## src/rtl/loa_mon_pkg.sv

```systemverilog
// Shared types and width helpers for approximate-adder accuracy monitors.
// Widths derive from operand width W and window size 2**WIN_LOG2.
package loa_mon_pkg;

  typedef enum logic [1:0] {
    IDLE   = 2'd0,
    RUN    = 2'd1,
    DRAIN  = 2'd2,
    REPORT = 2'd3
  } mon_state_e;

  function automatic int ed_w(input int w);
    return w + 1;
  endfunction

  function automatic int cnt_w(input int win_log2);
    return win_log2 + 1;
  endfunction

  // Sum of N error distances, each below 2**(W+1), fits in W+1+WIN_LOG2 bits.
  function automatic int sum_w(input int w, input int win_log2);
    return w + 1 + win_log2;
  endfunction

endpackage

```

## src/rtl/loa_ed_calc.sv

```systemverilog
// Error distance between the exact sum a+b and an approximate sum y.
// Purely combinational; no latency, no flow control.
module loa_ed_calc
  import loa_mon_pkg::*;
#(
  parameter int W = 6
) (
  input  logic [W-1:0] a,
  input  logic [W-1:0] b,
  input  logic [W:0]   y,
  output logic [W:0]   ed,
  output logic         ed_nz
);

  localparam int EW = ed_w(W);

  logic [EW-1:0] exact;
  logic [EW:0]   diff;

  always_comb begin
    exact = {1'b0, a} + {1'b0, b};
    diff  = {1'b0, exact} - {1'b0, y};
    // Sign bit of the widened difference selects which way to subtract.
    ed    = diff[EW] ? (y - exact) : diff[EW-1:0];
    ed_nz = |ed;
  end

endmodule

```

## src/rtl/loa_error_monitor.sv

```systemverilog
// Accumulates error-distance statistics of an approximate adder over 2**WIN_LOG2 samples.
// Sample-to-accumulator latency 2 cycles; in_ready is registered, report held until rpt_ready.
module loa_error_monitor
  import loa_mon_pkg::*;
#(
  parameter int W        = 6,
  parameter int P        = 4,
  parameter int WIN_LOG2 = 8
) (
  input  logic                clk,
  input  logic                rst_n,
  input  logic                start,
  input  logic                abort,
  input  logic                in_valid,
  output logic                in_ready,
  input  logic [W-1:0]        in_a,
  input  logic [W-1:0]        in_b,
  input  logic [W:0]          in_y,
  output logic                rpt_valid,
  input  logic                rpt_ready,
  output logic [WIN_LOG2:0]   rpt_samples,
  output logic [WIN_LOG2:0]   rpt_errcnt,
  output logic [W+WIN_LOG2:0] rpt_sum_ed,
  output logic [W:0]          rpt_max_ed,
  output logic                busy
);

  localparam int EW = ed_w(W);
  localparam int CW = cnt_w(WIN_LOG2);
  localparam int SW = sum_w(W, WIN_LOG2);
  localparam logic [CW-1:0] LAST = CW'((1 << WIN_LOG2) - 1);

  if (P > W) begin : g_bad_p
    $error("loa_error_monitor: P must not exceed W");
  end

  mon_state_e    state_q, state_d;
  logic          drain_q;
  logic [CW-1:0] cnt_q;
  logic          s1_vld;
  logic [EW-1:0] s1_ed;
  logic          s1_nz;
  logic [CW-1:0] acc_err;
  logic [SW-1:0] acc_sum;
  logic [EW-1:0] acc_max;
  logic [EW-1:0] ed;
  logic          ed_nz;
  logic          accept;
  logic          win_start;
  logic          win_done;

  loa_ed_calc #(.W(W)) u_ed_calc (
    .a     (in_a),
    .b     (in_b),
    .y     (in_y),
    .ed    (ed),
    .ed_nz (ed_nz)
  );

  assign accept    = in_valid & in_ready & ~abort;
  assign win_start = (state_q == IDLE) & start & ~abort;
  assign win_done  = (state_q == DRAIN) & drain_q & ~abort;
  assign rpt_valid = (state_q == REPORT);
  assign busy      = (state_q != IDLE);

  always_comb begin
    state_d = state_q;
    unique case (state_q)
      IDLE:    if (start) state_d = RUN;
      RUN:     if (accept && cnt_q == LAST) state_d = DRAIN;
      DRAIN:   if (drain_q) state_d = REPORT;
      REPORT:  if (rpt_ready) state_d = IDLE;
      default: state_d = IDLE;
    endcase
    if (abort) state_d = IDLE;
  end

  always_ff @(posedge clk or negedge rst_n) begin
    if (!rst_n) begin
      state_q     <= IDLE;
      in_ready    <= 1'b0;
      drain_q     <= 1'b0;
      cnt_q       <= '0;
      s1_vld      <= 1'b0;
      s1_ed       <= '0;
      s1_nz       <= 1'b0;
      acc_err     <= '0;
      acc_sum     <= '0;
      acc_max     <= '0;
      rpt_samples <= '0;
      rpt_errcnt  <= '0;
      rpt_sum_ed  <= '0;
      rpt_max_ed  <= '0;
    end else begin
      state_q  <= state_d;
      // Registered from the next state, so the Nth accept drops it on the same edge.
      in_ready <= (state_d == RUN);
      drain_q  <= (state_q == DRAIN) & ~drain_q & ~abort;
      s1_vld   <= accept;
      if (accept) begin
        s1_ed <= ed;
        s1_nz <= ed_nz;
      end

      if (abort || win_start) begin
        cnt_q   <= '0;
        acc_err <= '0;
        acc_sum <= '0;
        acc_max <= '0;
      end else begin
        if (accept) cnt_q <= cnt_q + 1'b1;
        if (s1_vld) begin
          acc_err <= acc_err + CW'(s1_nz);
          acc_sum <= acc_sum + SW'(s1_ed);
          if (s1_ed > acc_max) acc_max <= s1_ed;
        end
      end

      if (win_start) begin
        rpt_samples <= '0;
        rpt_errcnt  <= '0;
        rpt_sum_ed  <= '0;
        rpt_max_ed  <= '0;
      end else if (win_done) begin
        rpt_samples <= cnt_q;
        rpt_errcnt  <= acc_err;
        rpt_sum_ed  <= acc_sum;
        rpt_max_ed  <= acc_max;
      end
    end
  end

endmodule
```

## config.mk

```make
export PLATFORM = sky130hd
export DESIGN_NAME = loa_error_monitor
export DESIGN_NICKNAME = d
export VERILOG_FILES = /design/src/rtl/loa_mon_pkg.sv /design/src/rtl/loa_ed_calc.sv /design/src/rtl/loa_error_monitor.sv
export SDC_FILE = /design/constraint.sdc
export NUM_CORES = 1
export LEC_CHECK = 0
export CORE_ASPECT_RATIO = 1.5
export CORE_MARGIN = 1.5
export CORE_UTILIZATION = 40
export DETAILED_ROUTE_END_ITERATION = 10
export PLACE_DENSITY = 0.62
export SYNTH_ARGS = -nofsm -noshare
export SYNTH_HDL_FRONTEND = slang
export SYNTH_SLANG_ARGS = --single-unit
```

## constraint.sdc

```tcl
create_clock -name clk -period 6.21 [get_ports clk]
set_input_delay 0.9315 -clock clk [delete_from_list [all_inputs] [get_ports clk]]
set_output_delay 0.9315 -clock clk [all_outputs]
set_load 0.1 [all_outputs]
```

# ---- Yosys cells after proc, flatten, opt, wreduce, memory -nomap -nowiden
# Index checks and enable logic that the tools add are counted.
dict set report word_totals {
  rom_bits 0
  output_inout_bits 43
  word_cells 70
  latchBits 0
  register_bits 93
  ramBits 0
  mem_count 0
}
dict set report classes {
  addsub 6
  mux 24
  div_mod_pow 0
  n_lt_le_gt_ge 1
  eq_ne 5
  reduce_logical 10
  multipliers 0
  n_shift 0
  n_bitwise 10
}
# op n
set ops {}
lappend ops {{$mux 9} 8}
lappend ops {{$mux 15} 4}
lappend ops {{$mux 7} 6}
lappend ops {{$add 15x7->15} 1}
lappend ops {{$mux 2} 5}
lappend ops {{$reduce_bool 2->1} 5}
lappend ops {{$add 9x1->9} 1}
lappend ops {{$add 9x1->9 const B} 1}
lappend ops {{$eq 9x8->1 const B} 1}
lappend ops {{$and 1x1->1} 8}
lappend ops {{$pmux 2 s4} 1}
lappend ops {{$sub 7x7->8} 1}
lappend ops {{$add 6x6->7} 1}
lappend ops {{$gt 7x7->1} 1}
lappend ops {{$reduce_or 7->1} 1}
lappend ops {{$sub 7x7->7} 1}
lappend ops {{$eq 2x1->1 const B} 2}
lappend ops {{$eq 2x2->1 const B} 2}
lappend ops {{$logic_not 2->1} 1}
lappend ops {{$not 1->1} 2}
lappend ops {{$reduce_and 2->1} 1}
lappend ops {{$logic_and 1x1->1} 1}
lappend ops {{$logic_or 1x1->1} 1}

# ---- Logic depth before layout (Yosys ltp)
# Gate-level depths: netlist of run 1.
dict set report depth {
  ltp_word 7
  mapped_depth 16
}

# ---- Hierarchy
# From an unflattened synthesis of run 1, not the netlist that was laid out.
dict set report unflattened {
  cells_unflattened 509
  hier_area_um2 5226.3
}
# mod n_inst cells_per_inst area_per_inst_um2
set by_module_without_submodules {}
lappend by_module_without_submodules {loa_error_monitor 1 404 4390.5}
lappend by_module_without_submodules {loa_ed_calc 1 105 835.8}

# ---- Least setup slack after synthesis of run 1
# Ideal clock, no wire load.
dict set report synth_path {
  path_type {input to register}
  start {input port in_a[0]}
  end {register s1_nz}
  n_path_buf 0
  setup_slack_ns 2.505
  arrival_time_ns 3.566
  stages 15
  setup_ns 0.139
  path_cell_list {ha_1 > inv_1 > fa_1 > inv_1 > a21oi_1 > o21bai_1 > xor2_1 > ha_1 > a211oi_2 > nand2_2 > o21ai_4 > mux2i_1 > xor2_1 > and3_4 > a41oi_2}
}
dict set report synth_between {
  elab_chain_cells 4
  word_cells_on_any_way 5
}
# item line
set synth_lines {}
lappend synth_lines {{from (decl)} loa_error_monitor.sv:16} ;# input logic [W-1:0] in_a,
lappend synth_lines {{$add 6x6->7 (*)} loa_ed_calc.sv:21} ;# exact = {1'b0, a} + {1'b0, b};
lappend synth_lines {{$sub 7x7->8 or $sub 7x7->7 (tied branches)} {loa_ed_calc.sv:22, loa_ed_calc.sv:24}}
lappend synth_lines {{$mux 7 (*)} loa_ed_calc.sv:24} ;# ed = diff[EW] ? (y - exact) : diff[EW-1:0];
lappend synth_lines {{$reduce_or 7->1 (*)} loa_ed_calc.sv:25} ;# ed_nz = |ed;
lappend synth_lines {{to (signal assigned)} loa_error_monitor.sv:102} ;# s1_nz <= ed_nz;
lappend synth_lines {{to (decl)} loa_error_monitor.sv:42} ;# logic s1_nz;
# Mark *: on every way between the ends. The rest lies on a longest branch, timed or not.
# A chain may end at the register's enable or synchronous reset.

# ---- Worst setup path in the final report of run 1
# Ends and elaborated chain as after synthesis.

==> results of run 1 <==
[cell usage after synthesis, types with 2 or more instances]
library cell,n,area [um2]
nand4_1,6,37.5
xnor2_1,14,123
o21ai_0,17,85.1
a21o_1,9,67.6
a22o_1,40,350
o21bai_1,5,37.5
nor2_1,47,176
ha_1,37,463
nand2_1,22,82.6
a21oi_1,25,125
nand2b_1,2,12.5
clkbuf_1,15,56.3
a211oi_1,2,15.0
fa_1,4,80.1
or3_1,4,25.0
xor2_1,19,166
buf_2,3,15.0
nand3_1,8,40.0
nor3b_1,4,30.0
dfrtp_1,93,2330
and3_1,5,31.3
nor2b_1,2,12.5
mux2i_1,21,210
inv_1,36,135
[metal layers]
| layer | GRT usage | up-vias | routed length (um) |
|---|---|---|---|
| met5 | 0 | - | 0 |
| met4 | 0.0636 | 0 | 195 |
| met3 | 0.0269 | 15 | 330 |
| met2 | 0.288 | 78 | 5150 |
| met1 | 0.196 | 1748 | 4170 |
| li1 | - | 1742 | - |
[per-stage QoR]
stage	cell area (um2)	utilization	hold slack, ns	std cells
after floorplan	4930	-	0.443	465
after global placement	5740	0.478	0.479	668
after detailed placement	5740	0.478	0.489	668
after CTS	6040	0.503	0.483	684
after global routing	6040	0.503	0.495	684
final	6040	0.503	0.483	684
[critical path, delay by kind of cell]
family / cells / cell delay (ns)
xor gates and xnor gates: 2 / 0.40
muxes: 1 / 0.24
AOI/OAI and AO/OA: 5 / 0.90
adders and majority gates: 3 / 0.90
and+or+nand+nor: 2 / 0.33
buffers and inverters: 3 / 0.58
[area by class of cell]
class | instances | area, um2
Timing Repair Buffer | 71 | 698
Multi-Input combinational cell | 315 | 2390
Fill cell | 1126 | 5970
Sequential cell | 93 | 2330
Tap cell | 153 | 191
Clock inverter | 5 | 58.8
Inverter | 36 | 135
Clock buffer | 11 | 243
[sequential cells by signal, indices dropped and copies added (netlist names)]
register / cells
acc_err: 9
rpt_samples: 9
acc_sum: 15
rpt_errcnt: 9
s1_ed: 7
in_ready: 1
acc_max: 7
s1_vld: 1
cnt_q: 9
rpt_max_ed: 7
s1_nz: 1
rpt_sum_ed: 15
drain_q: 1
state_q: 2
[worst max path at each step]
| stage | start | end | slack (ns) | cells after the start |
|---|---|---|---|---|
| after floorplan | in_a[0] | s1_nz$_DFFE_PN0P_ | 2.50 | 15 |
| after global placement | in_a[0] | s1_nz$_DFFE_PN0P_ | 1.85 | 16 |
| after detailed placement | in_a[0] | s1_nz$_DFFE_PN0P_ | 1.75 | 16 |
| after CTS | in_a[0] | s1_nz$_DFFE_PN0P_ | 2.10 | 16 |
| after global routing | in_a[0] | s1_nz$_DFFE_PN0P_ | 1.93 | 16 |
| final | in_a[0] | s1_nz$_DFFE_PN0P_ | 2.11 | 16 |
[cell usage in the layout, fill, tap and decap left out, types with 5 or more instances in the layout]
master | synthesis | routed
a21oi_1 | 25 | 25
clkbuf_16 | 0 | 9
clkdlybuf4s50_1 | 0 | 66
nand4_1 | 6 | 6
a21o_1 | 9 | 9
o21ai_0 | 17 | 17
xnor2_1 | 14 | 14
xor2_1 | 19 | 19
nand2_1 | 22 | 22
a22o_1 | 40 | 40
dfrtp_1 | 93 | 93
o21bai_1 | 5 | 5
nand3_1 | 8 | 8
buf_4 | 1 | 5
nor2_1 | 47 | 47
and3_1 | 5 | 5
inv_1 | 36 | 36
mux2i_1 | 21 | 21
ha_1 | 37 | 37
[report_power, final]
group / internal [uW] / switching [uW]
Clock: 324 / 223
Combinational: 148 / 193
Sequential: 630 / 39.5
[cells by family (layout without fill, tap and decap cells)]
kind of cell,count (synthesis),in the layout,synth area share
AO/OA/AOI/OAI,111,111,0.166
AND/OR/NAND/NOR,109,109,0.105
flip-flops,93,93,0.472
buffers and inverters,57,123,0.0452
adder cells (fa/ha/maj),41,41,0.110
XOR/XNOR,33,33,0.0587
multiplexers,21,21,0.0427
==> qor.txt, run 1 <==
outcome: complete, no violations
Port Buffers: 67
Min Clock Period, post-route: 4.10 ns
# hold bufs at CTS: 0
setup TNS: 0 ns
cts bufs inserted: 9
syn nets: 531
remaining antenna violation count: 0
maximum fanout along the worst path: 6
vias per cell: 5.24
R2R depth: 8
flop2flop setup slack: 3.86 ns
Required @ worst endpoint: 6.40 ns
antenna violations before repair: 0
Total Nets Final: 592
n_diodes: 0
first-pass GRT wire length: 17,100 um
RD Place Congestion: 0.776
setup violators final: 0
period utilization: 0.660
Crit. End Element: flop
Rel. slew slack: 0.350
max-cap violations: 0
cells along the critical path: clkdlybuf4s50_1, ha_1, inv_1, fa_1, inv_1, a21oi_1, o21bai_1, xor2_1, ha_1, a211oi_2, nand2_2, o21ai_4, mux2i_1, xor2_1, and3_4, a41oi_2
max incr delay on CP: 0.46 ns
vias in the first global route: 3,653
Clock Latency Late Sink: 0.33 ns
Pwr Total: 1560 uW
RSZ-0062 raised after global routing: no
Post-Syn Instances: 465
starting density of the core: 0.410
FP Rows: 49
CTS tree: done
post_cts resized: 0
prevailing post-synth register cell: dfrtp_1
root buffer cell: clkbuf_16
peak supply drop: 0.121 mV
DP HPWL: 7330 um
Max Buffers Root-to-Sink: 2
WL per Instance: 14.4 um
die footprint: 0.0130 mm2
pre-CTS setup slack: 1.75 ns
post-synthesis sequential area ratio: 0.472
Leak: 0.00277 uW
FMAX: 244 MHz
Setup Fix Bufs, Post-CTS: 0
yosys warns: 0
floorplan core area: 0.0120 mm2
Worst Tran Pin Value: 0.972 ns
Total GRT Usage: 0.163
Worst Path Arrival: 4.29 ns
Worst Path Class, Setup: primary input to flop
Sink Count: 93
Ports: 68
Die Height: 139 um
Synth Register Bits: 93
R2R Path End: acc_sum[13]$_DFFE_PN0P_
PD cells: 257 mW/mm2
Final WS setup: 2.11 ns
largest net degree at the start of global routing: 72
count of flip-flops with a built-in enable after synthesis: 0
DRC Markers: 0
Clock Pin Slew Worst Setup and Hold Paths: 0.06 ns
Critical Path Source Type: primary input
worst hold-check path type: primary input to asynchronous set/reset pin
Via Count: 3,583
final wirelength: 9850 um
Die Wd: 93.6 um
Final Hold Fails: 0
initial drt markers: 160
grt total ovfl: 0
slowest library cell on the worst path: clkdlybuf4s50_1
syn_area_per_cell: 10.6 um2
CTS H-tree depth: 3
Slew Limit Fails: 0
Post-Syn Area: 0.00493 mm2
layout cells sized above 1: 0.0603
DRT Pass-1 Iters: 4
area grow syn2layout: 22.7%
synth unique cells: 49
worst flop-to-flop path startpoint: s1_ed[1]$_DFFE_PN0P_
FFs w/ async S/R, synth: 1.00
Fin Clk Skew: 0.00598 ns
Power figures use the tool's default switching activity.
==> inputs of run 2 (changes only) <==
Settings changed: PLACE_DENSITY 0.62 to 0.65.
Clock period 6.21 ns to 3.38 ns, I/O delays scaled along.
==> run 2 against run 1 <==
Compared with the run above:
- final cell count grew 4.7%
- first-iteration DRC count down 29%
- non-clock buffer count grew 33
- hold slack worse by 0.30 ns
- clock skew up 0.0022 ns
- critical path depth shrank 2
- register-to-register slack worse by 2.8 ns
- sequential share of layout area is 1.6 points lower
- critical endpoint unchanged
- highest routed layer unchanged
==> qor.txt, run 2 (synthesis results as in run 1) <==
CTS tree: done
GRT met3 Usage: 0.0400
peak supply drop: 0.236 mV
flop2flop setup slack: 1.04 ns
die footprint: 0.0130 mm2
non-filler instance count after layout: 716
Comb power frac: 0.245
max-cap violations: 0
M2 GR Usage: 0.315
R2R Path End: acc_sum[13]$_DFFE_PN0P_
Via Count: 3,731
n_diodes: 0
starting density of the core: 0.410
CTS H-tree depth: 3
DP HPWL: 7550 um
Rel. slew slack: 0.346
fill count: 1,094
most frequent cells in the layout: dfrtp_1 (93), clkdlybuf4s50_1 (59), nor2_1 (47)
Die Height: 139 um
M1 GR Usage: 0.191
grt total ovfl: 0
Total Nets Final: 625
cells along the critical path: clkdlybuf4s50_1, ha_1, a21oi_1, o21bai_1, a21o_1, a21o_1, ha_1, o21ai_1, a22oi_2, o21ai_4, mux2i_1, xor2_1, and3_4, a41oi_2
crit-path leading delay family: compound AO/OA/AOI/OAI gates
RD Place Congestion: 0.818
slowest library cell on the worst path: clkdlybuf4s50_1
Levels on crit path: 14
Register Area: 0.00233 mm2
Seq pwr share: 0.400
R2R depth: 8
most common cell after layout, fill and taps aside: dfrtp_1
root buffer cell: clkbuf_16
Post-Place Cells: 693
WL per Instance: 14.5 um
Port Buffers: 67
Sink Count: 93
Leak: 0.00295 uW
Ports: 68
Slew Limit Fails: 0
max incr delay on CP: 0.40 ns
Min Clock Period, post-route: 3.20 ns
initial drt markers: 114
first-pass GRT wire length: 17,800 um
FMAX: 313 MHz
Worst Path Class, Setup: primary input to flop
Crit. End Element: flop
top flop regs: acc_sum: 15 flops, rpt_sum_ed: 15 flops
maximum fanout along the worst path: 5
Clk pwr share: 0.355
cts bufs inserted: 9
remaining antenna violation count: 0
RSZ-0062 raised after global routing: no
Pint: 2200 uW
Total GRT Usage: 0.174
Clock Pin Slew Worst Setup and Hold Paths: 0.06 ns
DRC Markers: 0
Clock Latency Late Sink: 0.34 ns
Final Instance Area: 0.00630 mm2
Fin Clk Skew: 0.00813 ns
layout cells sized above 1: 0.131
vias per cell: 5.21
PD cells: 487 mW/mm2
Critical Path Source Type: primary input
antenna violations before repair: 0
vias in the first global route: 3,857
period utilization: 0.946
outcome: complete, no violations
CP Buf/Inv Count: 1
DRT Pass-1 Iters: 4
area grow syn2layout: 28.0%
net switching power: 866 uW
FP Rows: 49
Post-DP Area: 0.00592 mm2
Worst Tran Pin Value: 0.978 ns
floorplan core area: 0.0120 mm2
setup violators final: 0
final wirelength: 10,400 um
multi-input logic area: 0.00240 mm2
worst flop-to-flop path startpoint: s1_ed[1]$_DFFE_PN0P_
worst hold-check path type: primary input to asynchronous set/reset pin
sw frac: 0.282
gr busiest metal: met2
Max Buffers Root-to-Sink: 2
CP startpoint: in_a[2]
Required @ worst endpoint: 3.58 ns
Final Hold Fails: 0
Setup crit end: s1_nz$_DFFE_PN0P_
Die Wd: 93.6 um
largest net degree at the start of global routing: 53
Worst Path Arrival: 3.40 ns
run 2: repair_timing:
action	CTS	global route
pin swaps	12	14
resized for setup	11	6
hold buffers	0	0
buffers inserted	8	0
setup endpoints to repair	2	4
run 2: worst min path at each step:
stage | startpoint | to | slack (ns) | depth (start not counted)
4_1_cts | rst_n | rpt_samples[4]$_DFFE_PN0P_ | 0.22 | 1
5_1_grt | rst_n | rpt_samples[6]$_DFFE_PN0P_ | 0.25 | 1
3_5_place_dp | rpt_max_ed[3]$_DFFE_PN0P_ | rpt_max_ed[3]$_DFFE_PN0P_ | 0.49 | 1
6_report | rst_n | rpt_samples[4]$_DFFE_PN0P_ | 0.19 | 1
3_3_place_gp | drain_q$_DFF_PN0_ | drain_q$_DFF_PN0_ | 0.49 | 1
2_1_floorplan | rst_n | acc_err[0]$_DFFE_PN0P_ | 0.21 | 0
run 2: routing by layer:
metal | share of wire | vias to the layer above
li1 | - | 1811
met1 | 0.40 | 1806
met2 | 0.53 | 89
met3 | 0.036 | 25
met4 | 0.030 | 0
met5 | 0 | -
run 2: power by group through the flow:
stage | Combinational, uW | Clock [uW] | Sequential (uW)
after floorplan | 471 | 0 | 1220
after global placement | 689 | 0 | 1250
after detailed placement | 712 | 0 | 1250
after CTS | 755 | 1110 | 1230
after global routing | 849 | 1170 | 1240
final | 753 | 1090 | 1230
run 2: cell type report:
| type | instances | area share |
|---|---|---|
| clock inverter | 3 | 0.0109 |
| inverter | 36 | 0.0214 |
| timing repair buffer | 104 | 0.147 |
| sequential | 93 | 0.369 |
| multi-input combinational | 315 | 0.380 |
| tap | 153 | 0.0304 |
| clock buffer | 12 | 0.0407 |
run 2: through the flow:
step | setup TNS [ns] | utilization | hold WS (ns) | power, uW | worst slack, ns
3_5_place_dp | -2.63 | 0.493 | 0.491 | 1960 | -0.571
3_3_place_gp | -1.84 | 0.493 | 0.485 | 1940 | -0.452
2_1_floorplan | 0 | - | 0.211 | 1690 | 0.0993
6_report | 0 | 0.525 | 0.186 | 3070 | 0.182
4_1_cts | 0 | 0.525 | 0.218 | 3100 | 0.0676
5_1_grt | 0 | 0.525 | 0.251 | 3250 | 0.0308
==> inputs of run 3 (changes only) <==
Settings changed: PLACE_DENSITY 0.65 to unset, PLACE_DENSITY_LB_ADDON set to 0.08.
==> run 3 against run 2 <==
Compared with the run above:
- hold slack gained 0.029 ns
- clock skew grew 0.0029 ns
- setup slack lost 0.0042 ns
- final cell count shrank 0.56%
- critical endpoint unchanged
- largest power group unchanged
- highest routed layer unchanged
==> qor.txt, run 3 (synthesis results as in run 1) <==
PD cells: 480 mW/mm2
Final Hold Fails: 0
remaining antenna violation count: 0
most common cell after layout, fill and taps aside: dfrtp_1
antenna violations before repair: 0
outcome: complete, no violations
CTS H-tree depth: 3
Min Clock Period, post-route: 3.20 ns
setup TNS: 0 ns
DRT Pass-1 Iters: 4
Die Wd: 93.6 um
worst hold-check path type: primary input to asynchronous set/reset pin
Port Buffers: 67
die footprint: 0.0130 mm2
Total GRT Usage: 0.176
CTS tree: done
cells along the critical path: clkdlybuf4s50_1, ha_1, a21oi_2, o21bai_1, a21o_1, a21o_1, ha_1, o21ai_1, a22oi_2, o21ai_4, buf_4, mux2i_1, xor2_1, a41oi_2
setup violators final: 0
Worst Path Class, Setup: primary input to flop
starting density of the core: 0.410
layout cells sized above 1: 0.131
DRC Markers: 0
vias per cell: 5.25
Final Instance Area: 0.00628 mm2
period utilization: 0.947
DP HPWL: 7810 um
Crit. End Element: flop
n_diodes: 0
Die Height: 139 um
Clock Latency Late Sink: 0.34 ns
R2R Path End: acc_sum[11]$_DFFE_PN0P_
Pint: 2140 uW
Leak: 0.00294 uW
RD Place Congestion: 0.857
# hold bufs at CTS: 0
Final Util: 0.522
grt total ovfl: 0
root buffer cell: clkbuf_16
initial drt markers: 121
Rel. slew slack: 0.345
max-cap violations: 0
Comb power frac: 0.244
largest net degree at the start of global routing: 59
worst flop-to-flop path startpoint: s1_ed[1]$_DFFE_PN0P_
most frequent cells in the layout: dfrtp_1 (93), clkdlybuf4s50_1 (58), nor2_1 (47)
CP startpoint: in_a[2]
Sink Count: 93
sw frac: 0.291
Slew Limit Fails: 0
first-pass GRT wire length: 18,000 um
Worst Tran Pin Value: 0.979 ns
Critical Path Source Type: primary input
Total Nets Final: 621
net switching power: 876 uW
Via Count: 3,741
maximum fanout along the worst path: 4
Fin Clk Skew: 0.0111 ns
Worst Path Arrival: 3.41 ns
WL per Instance: 15.1 um
cts bufs inserted: 9
FP Rows: 49
final wirelength: 10,800 um
Max Buffers Root-to-Sink: 2
FMAX: 312 MHz
Clock Pin Slew Worst Setup and Hold Paths: 0.06 ns
slowest library cell on the worst path: clkdlybuf4s50_1
Required @ worst endpoint: 3.58 ns
vias in the first global route: 3,796
flop2flop setup slack: 1.04 ns
Post-DP Area: 0.00591 mm2
Seq pwr share: 0.409
Pwr Total: 3010 uW
Post-Place Cells: 691
top flop regs: acc_sum: 15 flops, rpt_sum_ed: 15 flops
Clk pwr share: 0.347
non-filler instance count after layout: 712
R2R depth: 8
max incr delay on CP: 0.40 ns
Ports: 68
area grow syn2layout: 27.4%
peak supply drop: 0.233 mV
floorplan core area: 0.0120 mm2
-- run 3: power groups by stage --
stage,clock (uW),combinational [uW],sequential [uW]
final,1040,735,1230
after floorplan,0,471,1220
after CTS,1080,740,1240
after global routing,1120,823,1240
after global placement,0,690,1250
after detailed placement,0,710,1260
-- run 3: metrics by stage --
stage          hold WS, ns  worst slack [ns]
3_3_place_gp         0.483            -0.478
5_1_grt              0.275           -0.0114
4_1_cts              0.257          0.000369
3_5_place_dp         0.494            -0.572
6_report             0.215             0.178
2_1_floorplan        0.211            0.0993
-- run 3: how the worst max path moves through the flow --
stage,to,slack [ns],cells past startpoint
2_1_floorplan,s1_nz$_DFFE_PN0P_,0.1,15
3_3_place_gp,s1_nz$_DFFE_PN0P_,-0.48,16
3_5_place_dp,s1_nz$_DFFE_PN0P_,-0.57,16
4_1_cts,s1_nz$_DFFE_PN0P_,0.0004,15
5_1_grt,s1_nz$_DFFE_PN0P_,-0.01,14
6_report,s1_nz$_DFFE_PN0P_,0.18,14
-- run 3: cell type report --
| class | instances | area [um2] |
|---|---|---|
| Fill cell | 1135 | 5740 |
| Multi-Input combinational cell | 315 | 2410 |
| Sequential cell | 93 | 2330 |
| Timing Repair Buffer | 100 | 907 |
| Clock buffer | 12 | 267 |
| Tap cell | 153 | 191 |
| Inverter | 36 | 135 |
| Clock inverter | 3 | 43.8 |
-- run 3: routing by layer --
layer / part of all wire / GRT usage / vias to the layer above
met3: 0.030 / 0.0395 / 14
li1: - / - / 1793
met4: 0.021 / 0.0605 / 0
met2: 0.54 / 0.318 / 67
met1: 0.41 / 0.201 / 1867
met5: 0 / 0 / -
-- run 3: timing repair --
item / CTS / global route
resized for setup: 10 / 6
pin swaps: 10 / 10
endpoints found under the setup margin: 2 / 5
setup buffers: 6 / 0
-- run 3: critical path, delay by kind of cell --
family / cells / cell delay, ns
XOR/XNOR: 1 / 0.26
adder cells (fa/ha/maj): 2 / 0.68
multiplexers: 1 / 0.16
AO/OA/AOI/OAI: 8 / 1.26
buffers and inverters: 2 / 0.55
